## src/rtl/txrsp_lnk_if.sv

```systemverilog
// RSP flit layout and the protocol-side / link-side signal bundle of the TXRSP link layer.
// The master modport is the traffic source and credit returner; the slave modport is txrsp_lnk.
package txrsp_lnk_pkg;

  typedef struct packed {
    logic [6:0] tgtid;
    logic [6:0] srcid;
    logic [7:0] txnid;
    logic [3:0] opcode;
    logic [2:0] resp;
    logic [7:0] dbid;
  } rspflit_t;

  localparam logic [3:0] RESP_LCRD_RETURN = 4'd0;

endpackage

interface txrsp_lnk_if;
  import txrsp_lnk_pkg::*;

  logic     pin_valid;
  logic     pin_ready;
  rspflit_t txrsp_flit_i;
  logic     txrspflitpend;
  logic     txrspflitv;
  rspflit_t txrspflit;
  logic     txrsplcrdv;

  modport master (
    output pin_valid, txrsp_flit_i, txrsplcrdv,
    input  pin_ready, txrspflitpend, txrspflitv, txrspflit
  );

  modport slave (
    input  pin_valid, txrsp_flit_i, txrsplcrdv,
    output pin_ready, txrspflitpend, txrspflitv, txrspflit
  );

endinterface

```

## src/rtl/txrsp_lnk.sv

```systemverilog
// CHI TXRSP link layer: buffers response flits and sends them against link credits.
// Define TXRSP_DEACT_EN to build the DRAIN/RETURN/DONE link deactivation sequence.
module txrsp_lnk
  import txrsp_lnk_pkg::*;
#(
  parameter int  DEPTH   = 2,
  parameter int  MAX_CRD = 15,
  localparam int CRD_W   = $clog2(MAX_CRD + 1)
) (
  input  logic             clock,
  input  logic             reset,
  txrsp_lnk_if.slave       lnk,
  input  logic             deact_req,
  output logic             deact_done,
  output logic [CRD_W-1:0] crd_cnt
);

  localparam int PTR_W = (DEPTH > 1) ? $clog2(DEPTH) : 1;
  localparam int CNT_W = $clog2(DEPTH + 1);
  localparam logic [PTR_W-1:0] LAST_PTR = PTR_W'(DEPTH - 1);
  localparam logic [CNT_W-1:0] FULL_CNT = CNT_W'(DEPTH);
  localparam logic [CRD_W-1:0] CRD_TOP  = CRD_W'(MAX_CRD);

  typedef enum logic [1:0] {RUN, DRAIN, RETURN, DONE} state_t;

  rspflit_t         r_mem [DEPTH];
  logic [PTR_W-1:0] r_wrPtr;
  logic [PTR_W-1:0] r_rdPtr;
  logic [CNT_W-1:0] r_count;
  logic [CRD_W-1:0] r_crd;
  state_t           r_state;
  logic             r_pinReady;
  logic             r_flitPend;
  logic             r_flitV;
  rspflit_t         r_flit;

  logic             w_push;
  logic             w_pop;
  logic             w_genRet;
  logic             w_send;
  logic [CNT_W-1:0] w_nextCount;
  logic [CRD_W-1:0] w_nextCrd;
  state_t           w_nextState;
  rspflit_t         w_retFlit;

  assign w_push   = lnk.pin_valid && r_pinReady;
  assign w_pop    = ((r_state == RUN) || (r_state == DRAIN)) && (r_count != '0) && (r_crd != '0);
  assign w_genRet = (r_state == RETURN) && (r_crd != '0);
  assign w_send   = w_pop || w_genRet;

  always_comb begin
    w_retFlit        = '0;
    w_retFlit.opcode = RESP_LCRD_RETURN;
  end

  always_comb begin
    w_nextCount = r_count;
    case ({w_push, w_pop})
      2'b10:   w_nextCount = r_count + CNT_W'(1);
      2'b01:   w_nextCount = r_count - CNT_W'(1);
      default: w_nextCount = r_count;
    endcase
  end

  // A credit arriving with the counter already full is a receiver error and is dropped.
  always_comb begin
    w_nextCrd = r_crd;
    if (lnk.txrsplcrdv && !w_send) begin
      if (r_crd != CRD_TOP) begin
        w_nextCrd = r_crd + CRD_W'(1);
      end
    end else if (!lnk.txrsplcrdv && w_send) begin
      w_nextCrd = r_crd - CRD_W'(1);
    end
  end

`ifdef TXRSP_DEACT_EN
  always_comb begin
    w_nextState = r_state;
    case (r_state)
      RUN:     if (deact_req) w_nextState = DRAIN;
      DRAIN:   if (r_count == '0) w_nextState = RETURN;
      RETURN:  if ((r_crd == '0) && !lnk.txrsplcrdv) w_nextState = DONE;
      DONE: begin
        if (lnk.txrsplcrdv) begin
          w_nextState = RETURN;
        end else if (!deact_req) begin
          w_nextState = RUN;
        end
      end
      default: w_nextState = RUN;
    endcase
  end
`else
  logic w_unusedDeact;
  assign w_unusedDeact = deact_req;

  always_comb begin
    w_nextState = RUN;
  end
`endif

  always_ff @(posedge clock) begin
    if (w_push) begin
      r_mem[r_wrPtr] <= lnk.txrsp_flit_i;
    end
  end

  always_ff @(posedge clock or negedge reset) begin
    if (!reset) begin
      r_wrPtr <= '0;
      r_rdPtr <= '0;
      r_count <= '0;
    end else begin
      if (w_push) begin
        r_wrPtr <= (r_wrPtr == LAST_PTR) ? '0 : r_wrPtr + PTR_W'(1);
      end
      if (w_pop) begin
        r_rdPtr <= (r_rdPtr == LAST_PTR) ? '0 : r_rdPtr + PTR_W'(1);
      end
      r_count <= w_nextCount;
    end
  end

  // Handshake and pend flags are built from next-state values so they are valid the cycle they are seen.
  always_ff @(posedge clock or negedge reset) begin
    if (!reset) begin
      r_state    <= RUN;
      r_crd      <= '0;
      r_pinReady <= 1'b0;
      r_flitPend <= 1'b0;
      r_flitV    <= 1'b0;
      r_flit     <= '0;
    end else begin
      r_state    <= w_nextState;
      r_crd      <= w_nextCrd;
      r_pinReady <= (w_nextCount < FULL_CNT) && (w_nextState == RUN);
      r_flitPend <= (w_nextCount != '0) || ((w_nextState == RETURN) && (w_nextCrd != '0));
      r_flitV    <= w_send;
      r_flit     <= w_pop ? r_mem[r_rdPtr] : (w_genRet ? w_retFlit : '0);
    end
  end

`ifdef TXRSP_DEACT_EN
  logic r_deactDone;

  always_ff @(posedge clock or negedge reset) begin
    if (!reset) begin
      r_deactDone <= 1'b0;
    end else begin
      r_deactDone <= (w_nextState == DONE);
    end
  end

  assign deact_done = r_deactDone;
`else
  assign deact_done = 1'b0;
`endif

  assign lnk.pin_ready     = r_pinReady;
  assign lnk.txrspflitpend = r_flitPend;
  assign lnk.txrspflitv    = r_flitV;
  assign lnk.txrspflit     = r_flit;
  assign crd_cnt           = r_crd;

endmodule

```

## src/flat_wrapper.sv

```systemverilog
// flat-port wrapper written by rule: the top's interface ports become plain ports
module txrsp_lnk_flat import txrsp_lnk_pkg::*;
#(
  parameter int  DEPTH   = 2,
  parameter int  MAX_CRD = 15,
  localparam int CRD_W   = $clog2(MAX_CRD + 1)
)
  (clock, reset, deact_req, deact_done, crd_cnt, lnk_pin_valid, lnk_txrsp_flit_i, lnk_txrsplcrdv, lnk_pin_ready, lnk_txrspflitpend, lnk_txrspflitv, lnk_txrspflit);
  txrsp_lnk_if lnk_i ();
  input  logic clock;
  input  logic reset;
  input  logic deact_req;
  output logic deact_done;
  output logic [CRD_W-1:0] crd_cnt;
  input wire logic [$bits(lnk_i.pin_valid)-1:0] lnk_pin_valid;
  input wire logic [$bits(lnk_i.txrsp_flit_i)-1:0] lnk_txrsp_flit_i;
  input wire logic [$bits(lnk_i.txrsplcrdv)-1:0] lnk_txrsplcrdv;
  output wire logic [$bits(lnk_i.pin_ready)-1:0] lnk_pin_ready;
  output wire logic [$bits(lnk_i.txrspflitpend)-1:0] lnk_txrspflitpend;
  output wire logic [$bits(lnk_i.txrspflitv)-1:0] lnk_txrspflitv;
  output wire logic [$bits(lnk_i.txrspflit)-1:0] lnk_txrspflit;
  assign lnk_i.pin_valid = lnk_pin_valid;
  assign lnk_i.txrsp_flit_i = lnk_txrsp_flit_i;
  assign lnk_i.txrsplcrdv = lnk_txrsplcrdv;
  assign lnk_pin_ready = lnk_i.pin_ready;
  assign lnk_txrspflitpend = lnk_i.txrspflitpend;
  assign lnk_txrspflitv = lnk_i.txrspflitv;
  assign lnk_txrspflit = lnk_i.txrspflit;
  txrsp_lnk #(.DEPTH(DEPTH), .MAX_CRD(MAX_CRD)) u_core (.clock(clock), .reset(reset), .lnk(lnk_i), .deact_req(deact_req), .deact_done(deact_done), .crd_cnt(crd_cnt));
endmodule
```

## config.mk

```make
export PLATFORM = sky130hd
export DESIGN_NAME = txrsp_lnk_flat
export DESIGN_NICKNAME = d
export VERILOG_FILES = /design/src/rtl/txrsp_lnk_if.sv /design/src/rtl/txrsp_lnk.sv /design/src/flat_wrapper.sv
export SDC_FILE = /design/constraint.sdc
export NUM_CORES = 1
export LEC_CHECK = 0
export ABC_AREA = 0
export CAP_MARGIN = 40
export CORE_MARGIN = 1
export CORE_UTILIZATION = 54
export DETAILED_ROUTE_END_ITERATION = 6
export HOLD_SLACK_MARGIN = 0.05
export PLACE_DENSITY = 0.83
export REMOVE_ABC_BUFFERS = 1
export SETUP_SLACK_MARGIN = 0.4
export SLEW_MARGIN = 5
export SYNTH_ARGS = -nofsm -noshare
export SYNTH_HDL_FRONTEND = slang
export SYNTH_SLANG_ARGS = --single-unit
```

## constraint.sdc

```tcl
create_clock -name clock -period 5.8 [get_ports clock]
set_input_delay 1.16 -clock clock [delete_from_list [all_inputs] [get_ports clock]]
set_output_delay 1.16 -clock clock [all_outputs]
set_load 0.02 [all_outputs]
```

==> results of run 1 <==
## worst max path at each step
stage                     slack [ps]  cells past startpoint      startpoint            endpoint
after floorplan                 2540                      2   lnk_pin_valid  u_core.r_mem[0][0]
after global placement          2530                      8  lnk_txrsplcrdv   u_core.crd_cnt[3]
after detailed placement        2390                      8  lnk_txrsplcrdv   u_core.crd_cnt[3]
after CTS                       2890                      8  lnk_txrsplcrdv   u_core.crd_cnt[3]
after global routing            2760                      8  lnk_txrsplcrdv   u_core.crd_cnt[3]
final                           2860                      8  lnk_txrsplcrdv   u_core.crd_cnt[3]
## per-layer routing
metal  track usage  share of wire  wire length [µm]
met5             0              0                 0
met4        0.0899          0.020               158
met3        0.0695          0.053               431
met2         0.367           0.54              4400
met1         0.242           0.38              3090
## final cells by class
cell class	instances	area, µm²	area share
Multi-Input combinational cell	111	825	0.140
Tap cell	102	128	0.0217
Inverter	4	15.0	0.00256
Clock buffer	18	418	0.0712
Clock inverter	14	163	0.0277
Sequential cell	122	3420	0.583
Timing Repair Buffer	88	898	0.153
## registers in the layout, indices dropped and copies added (netlist names)
signal and cells:
u_core.r_wrPtr 1, u_core.lnk.txrspflitpend 1, u_core.lnk.pin_ready 1, u_core.r_count 2, u_core.r_mem 74, u_core.lnk.txrspflitv 1, u_core.lnk.txrspflit 37, u_core.r_rdPtr 1
u_core.crd_cnt 4
## through the flow
stage,std cells,setup WS (ps),area (µm²),total power [mW]
2_1_floorplan,237,2540,4250,1.97
3_3_place_gp,425,2530,5240,2.40
3_5_place_dp,427,2390,5290,2.47
4_1_cts,459,2890,5870,3.51
5_1_grt,459,2760,5870,3.64
6_report,459,2860,5870,3.48
## cell usage in the layout, fill, tap and decap left out, types with 2 or more instances in the layout
cell type / n
xnor2_1: 5
clkinvlp_4: 2
inv_6: 6
dfrtp_1: 47
mux2i_1: 39
clkdlybuf4s50_1: 83
xor2_1: 2
buf_4: 2
nor2_1: 39
bufinv_16: 2
ha_1: 3
nor3_1: 2
edfxtp_1: 74
inv_1: 4
nand3_1: 2
clkinv_4: 4
clkbuf_16: 16
## cell families after synthesis
| family | after synthesis |
|---|---|
| compound gates | 8 |
| xor+xnor | 7 |
| fa+ha+maj | 4 |
| buf+inv | 15 |
| flops | 122 |
| mux | 41 |
| other cells | 1 |
| simple gates | 50 |
## worst register-to-register path, delay by kind of cell (launching register included)
family | cells | cell delay [ps]
xor+xnor | 2 | 460
fa+ha+maj | 1 | 250
buf+inv | 2 | 230
flops | 1 | 490
simple gates | 3 | 1170
## power groups by stage
stage	Combinational (mW)	Sequential, mW	Clock (mW)
floorplan	0.428	1.55	0
global placement	1.07	1.33	0
detailed placement	1.13	1.34	0
CTS	1.15	1.33	1.02
global route	1.22	1.35	1.06
finish	1.14	1.33	1.01
==> metrics.md, run 1 <==
| Metric | Value |
|---|---|
| Cell at the slowest stage of the critical path | clkdlybuf4s50_1 |
| Post_cts resized | 0 |
| Simple-gate share of the synthesized area | 0.0489 |
| Synthesized area per cell | roughly 17 µm² |
| TritonCTS clock tree | done |
| Register bit total from synthesis | 122 |
| Detailed Route WL | between 8 and 9 mm |
| Top delay family on crit path | compound AO/OA/AOI/OAI gates |
| Hold buffers post-CTS | 0 |
| Area of the core | 7730 µm² |
| Hold path start | u_core.r_mem[0][22] |
| CP bufs+invs | 2 |
| Status | complete, no violations |
| Final worst path period share | 0.506 |
| Post-Syn Instances | between 200 and 250 |
| Final TNS setup | 0 ps |
| Ys flop type | edfxtp_1 |
| Largest family of logic cells by synthesized area | multiplexers |
| R2R cell count | 8 |
| Net Switching | ~1.1 mW |
| Pin count of the biggest net entering global routing | a little under 50 |
| Worst-Skew Late Latency | 500 ps |
| Reg2Reg Setup Slack | 3070 ps |
| Fill cell count | 434 |
| Netlist Area Pre-Place | 4320 µm² |
| Arrival @ worst endpoint | about 3400 ps |
| Overall Global Routing Usage | 0.212 |
| Die area | ~8400 µm² |
| H-tree depth | 4 |
| CTS buffer count | 17 |
| Ys async rst share | 0.393 |
| First-pass GRT wire length | roughly 13 mm |
| R2R Path Start | u_core.crd_cnt[0] |
| Routability cong. | between 0.7 and 0.8 |
| Crit Path Class | primary input to flop |
| WP data required | 6220 ps |
| Setup repair bufs after CTS | 0 |
| Reg power frac | 0.382 |
| Post-Synth XOR/XNOR Area | 0.0142 |
| Final hold viol count | 0 |
| Comb power frac | 0.327 |
| Pwr per Cell Area | 593 nW/µm² |
| Max_cap viols | 0 |
| Synth area leader | edfxtp_1 |
| Drt pass-1 iters | 4 |
| Switching Fraction | 0.327 |
| Top post-synthesis cells by area | edfxtp_1, dfrtp_1, mux2i_1, nor2_1, xnor2_1 |
| Worst Skew | around 7.7 ps |
| Initial core utilization | 0.559 |
| Crit-path cells | clkdlybuf4s50_1 > o21a_1 > inv_1 > ha_1 > a21o_2 > a21oi_1 > mux2_2 > mux2i_1 |
| Synth cell types | 32 |
| Slew Viols, Final | 0 |
| Initial antenna violation count | 0 |
| Reg-to-reg endpoint | u_core.r_count[1] |
| RSZ-0062 raised after global routing | no |
| Max VDD drop | between 0.0003 and 0.0004 V |
| CTS clk-pin slew, worst paths | roughly 60 ps |
| Area share of the leading cell type in the synthesized netlist | 0.514 |
| Most frequent cells after synthesis | edfxtp_1, dfrtp_1, nor2_1 |
| WL/cell | approximately 18 µm |
| Layout cells sized above 1 | 0.132 |
| Layout area overhead | 35.8% |
| Slew @ Worst Pin | around 870 ps |
| Detail Route Antenna Nets | 0 |
| Worst Hold Path EP | u_core.lnk.txrspflit[22] |
| DR vias | 2346 |
| Final period demand of the worst path | about 2900 ps |
| Max Root-Sink Buffers | 2 |
| P_int | 2.35 mW |
| Maximum single-stage delay on the critical path | 580 ps |
| Post-synthesis mux area share | 0.0964 |
| Number of flops mapped to enable cells by yosys | 74 |
| Final core occ | 0.760 |
| # nets final | 390 |
| GRT overflow | 0 |
| Clock network fraction of design power | 0.291 |
| N_diodes | 0 |
| Final Setup Violations | 0 |
| Worst-path fanout max | 6 |
| Root buffer cell | clkbuf_8 |
| CP endpoint kind | flop |
| Num ports | 87 |
| Synth Area in Compound Gates | 0.0151 |
| Crit start category | primary input |
| Post-synthesis sequential area ratio | 0.792 |
| Leak | approximately 2.3 nW |
| Die span in x | roughly 90 µm |
| Vias/cell | a little over 5 |
| Count leader, synth | edfxtp_1 |
| Vias in the first global route | between 2000 and 2500 |
| Post-synthesis adder-cell area fraction | 0.0133 |
| Hold depth | 2 |
| # rows | 32 |
| I/O Buffers | 84 |
| Slew margin rel. | 0.421 |
| Clock sink count | between 100 and 150 |
| Die height | 91.5 µm |
| Hold crit path type | flop to flop |
| DRC | 0 |
| Initial DRC Count | a little over 100 |
| Min Hold Slack | ~490 ps |
| Yosys warnings | 0 |
| Fmax | 341 MHz |
| DP HPWL | about 4.5 mm |
Note: power is estimated with default switching activity, not from simulation.
==> run 2: changes to the inputs <==
--- a/config.mk
+++ b/config.mk
@@ -8,10 +8,10 @@
 export ABC_AREA = 0
 export CAP_MARGIN = 40
 export CORE_MARGIN = 1
-export CORE_UTILIZATION = 54
+export CORE_UTILIZATION = 51
 export DETAILED_ROUTE_END_ITERATION = 6
 export HOLD_SLACK_MARGIN = 0.05
-export PLACE_DENSITY = 0.83
+export PLACE_DENSITY = 0.79
 export REMOVE_ABC_BUFFERS = 1
 export SETUP_SLACK_MARGIN = 0.4
 export SLEW_MARGIN = 5
==> constraint.sdc (replaced) <==
create_clock -name clock -period 2.83 [get_ports clock]
set_input_delay 0.566 -clock clock [delete_from_list [all_inputs] [get_ports clock]]
set_output_delay 0.566 -clock clock [all_outputs]
set_load 0.02 [all_outputs]
==> run 2 against run 1 <==
  * Global-route usage down 2.6 points
  * Total power up 100%
  * Clock skew increased by 3.1 ps
  * Flip-flop and latch count is the same
  * Largest power group unchanged
==> metrics.md, run 2 (synthesis gave the netlist of run 1 again) <==
| Metric | Value |
|---|---|
| Post-Place Cells | 433 (was 427) |
| Placed standard-cell area | 5300 µm² (was 5290 µm²) |
| Drt pass-1 iters | 4 (unchanged) |
| Die height | 94.1 µm (was 91.5 µm) |
| Slew Viols, Final | 0 (unchanged) |
| GRT overflow | 0 (unchanged) |
| First-pass GRT wire length | 11.8 mm (was 12.7 mm) |
| Worst-Skew Late Latency | 490 ps (was 500 ps) |
| Multi-input logic area | 837 µm² (was 825 µm²) |
| # rows | 33 (was 32) |
| Max_cap viols | 0 (unchanged) |
| CP endpoint kind | flop (unchanged) |
| Crit Path Class | flop to flop (was primary input to flop) |
| Top reg by flops | u_core.r_mem (unchanged) |
| Arrival @ worst endpoint | 2700 ps (was 3360 ps) |
| Initial antenna violation count | 0 (unchanged) |
| Final hold viol count | 0 (unchanged) |
| Hold crit path type | primary input to async pin (was flop to flop) |
| Final TNS setup | 0 ps (unchanged) |
| Worst-path fanout max | 8 (was 6) |
| Slew @ Worst Pin | 653 ps (was 868 ps) |
| Die span in x | 94.1 µm (was 91.5 µm) |
| Fin cells | 467 (was 459) |
| Initial core utilization | 0.526 (was 0.559) |
| Final period demand of the worst path | 2300 ps |
| RSZ-0062 raised after global routing | no (unchanged) |
| Vias/cell | 5.01 (was 5.11) |
| CP bufs+invs | 1 (was 2) |
| Status | complete, no violations (unchanged) |
| # nets final | 395 (was 390) |
| Fmax | around 440 MHz |
| Fin area | 5900 µm² (was 5870 µm²) |
| CTS buffer count | 17 (unchanged) |
| Hold buffers post-CTS | 0 (unchanged) |
| Area of the core | 8220 µm² (was 7730 µm²) |
| CTS clk-pin slew, worst paths | 60 ps (about the same) |
| Max VDD drop | 0.000568 V (was 0.000382 V) |
| WL/cell | 15.9 µm (was 17.6 µm) |
| Cell at the slowest stage of the critical path | dfrtp_2 (was clkdlybuf4s50_1) |
| Num ports | 87 (unchanged) |
| Maximum single-stage delay on the critical path | 480 ps (was 580 ps) |
| Gr busiest metal | met2 (unchanged) |
| Clock sink count | 122 (unchanged) |
| Routing usage on met3 | 0.0542 (was 0.0695) |
| Routability cong. | 0.815 (was 0.768) |
| DR vias | 2338 (was 2346) |
| Commonest non-fill, non-tap cell in the layout | clkdlybuf4s50_1 (unchanged) |
| Slew margin rel. | 0.565 (was 0.421) |
| DRC | 0 (unchanged) |
| Most frequent cells in the layout | clkdlybuf4s50_1, edfxtp_1, dfrtp_1 (unchanged) |
| Pwr per Cell Area | 1200 nW/µm² (was 593 nW/µm²) |
| Worst Skew | 10.8 ps (was 7.65 ps) |
| I/O Buffers | 84 (unchanged) |
| H-tree depth | 4 (unchanged) |
| DP HPWL | 4.41 mm (was 4.45 mm) |
| Crit start category | flop (was primary input) |
| WP data required | 3230 ps (was 6220 ps) |
| Max FFs per register | 74 (unchanged) |
| N_diodes | 0 (unchanged) |
| Layout area overhead | 36.5% (was 35.8%) |
| Grt met1 use | 0.219 (was 0.242) |
| TritonCTS clock tree | done (unchanged) |
| Final Setup Violations | 0 (unchanged) |
| Fill cell count | 528 (was 434) |
| Die area | 8850 µm² (was 8370 µm²) |
| Leak | 2.34 nW (was 2.33 nW) |
| Detailed Route WL | 7.45 mm (was 8.08 mm) |
| Final worst path period share | 0.812 |
| Layout cells sized above 1 | 0.149 (was 0.132) |
| Root buffer cell | clkbuf_8 (unchanged) |
| Crit-path cells | nor4_4 > o21a_1 > inv_1 > ha_1 > a21o_2 > a21oi_2 > mux2_2 > mux2i_1 (was clkdlybuf4s50_1 > o21a_1 > inv_1 > ha_1 > a21o_2 > a21oi_1 > mux2_2 > mux2i_1) |
| Top delay family on crit path | compound AO/OA/AOI/OAI gates (unchanged) |
| Vias in the first global route | 2465 (was 2485) |
| Met2 usage | 0.323 (was 0.367) |
| Detail Route Antenna Nets | 0 (unchanged) |
| Pin count of the biggest net entering global routing | 49 (unchanged) |
| Max Root-Sink Buffers | 2 (unchanged) |
| Overall Global Routing Usage | 0.186 (was 0.212) |
| Initial DRC Count | 133 (was 103) |
| Register area | 3430 µm² (was 3420 µm²) |
run 2: what timing repair did:
item | 4_1_cts | 5_1_grt
pin swaps | 0 | 1
gates resized for setup | 2 | 3
setup endpoints to repair | 1 | 1
setup buffers | 0 | 2
run 2: layout make-up:
type,count,area share
multi-input cells,111,0.142
flip-flops and latches,122,0.581
well taps,105,0.0223
clock inverters,13,0.0259
inverters,4,0.00254
clock buffers,19,0.0714
repair buffers,93,0.155
run 2: routing by layer:
layer,vias to the layer above,wire length (µm)
met3,0,422
met2,93,4080
li1,1092,-
met4,0,0
met1,1153,2950
met5,-,0
run 2: worst paths after layout:
path                                      from  slack (ps)                  endpoint  cells past startpoint
setup reg to reg             u_core.crd_cnt[1]         530         u_core.crd_cnt[3]                      8
min in group clock         u_core.r_mem[0][20]         480  u_core.lnk.txrspflit[20]                      2
hold reg to reg            u_core.r_mem[0][20]         480  u_core.lnk.txrspflit[20]                      2
max in group asynchronous                reset        2160            u_core.r_rdPtr                      2
setup / recovery             u_core.crd_cnt[1]         530         u_core.crd_cnt[3]                      8
hold / removal                           reset         190   u_core.lnk.txrspflit[1]                      2
run 2: per-stage QoR:
step,power (mW),setup WS [ps],hold slack [ps],util
after floorplan,4.05,164,270,-
after global placement,4.99,284,465,0.645
after detailed placement,5.06,188,476,0.645
after CTS,7.15,408,193,0.716
after global routing,7.46,387,241,0.718
final,7.08,531,191,0.718
run 2: power by group:
| part | switching (mW) | total (mW) | internal [mW] | leakage (nW) |
|---|---|---|---|---|
| Sequential | 0.315 | 2.79 | 2.47 | 1.26 |
| Clock | 0.704 | 2.04 | 1.33 | 0.271 |
| Combinational | 1.18 | 2.26 | 1.08 | 0.809 |
| Total | 2.20 | 7.08 | 4.88 | 2.34 |
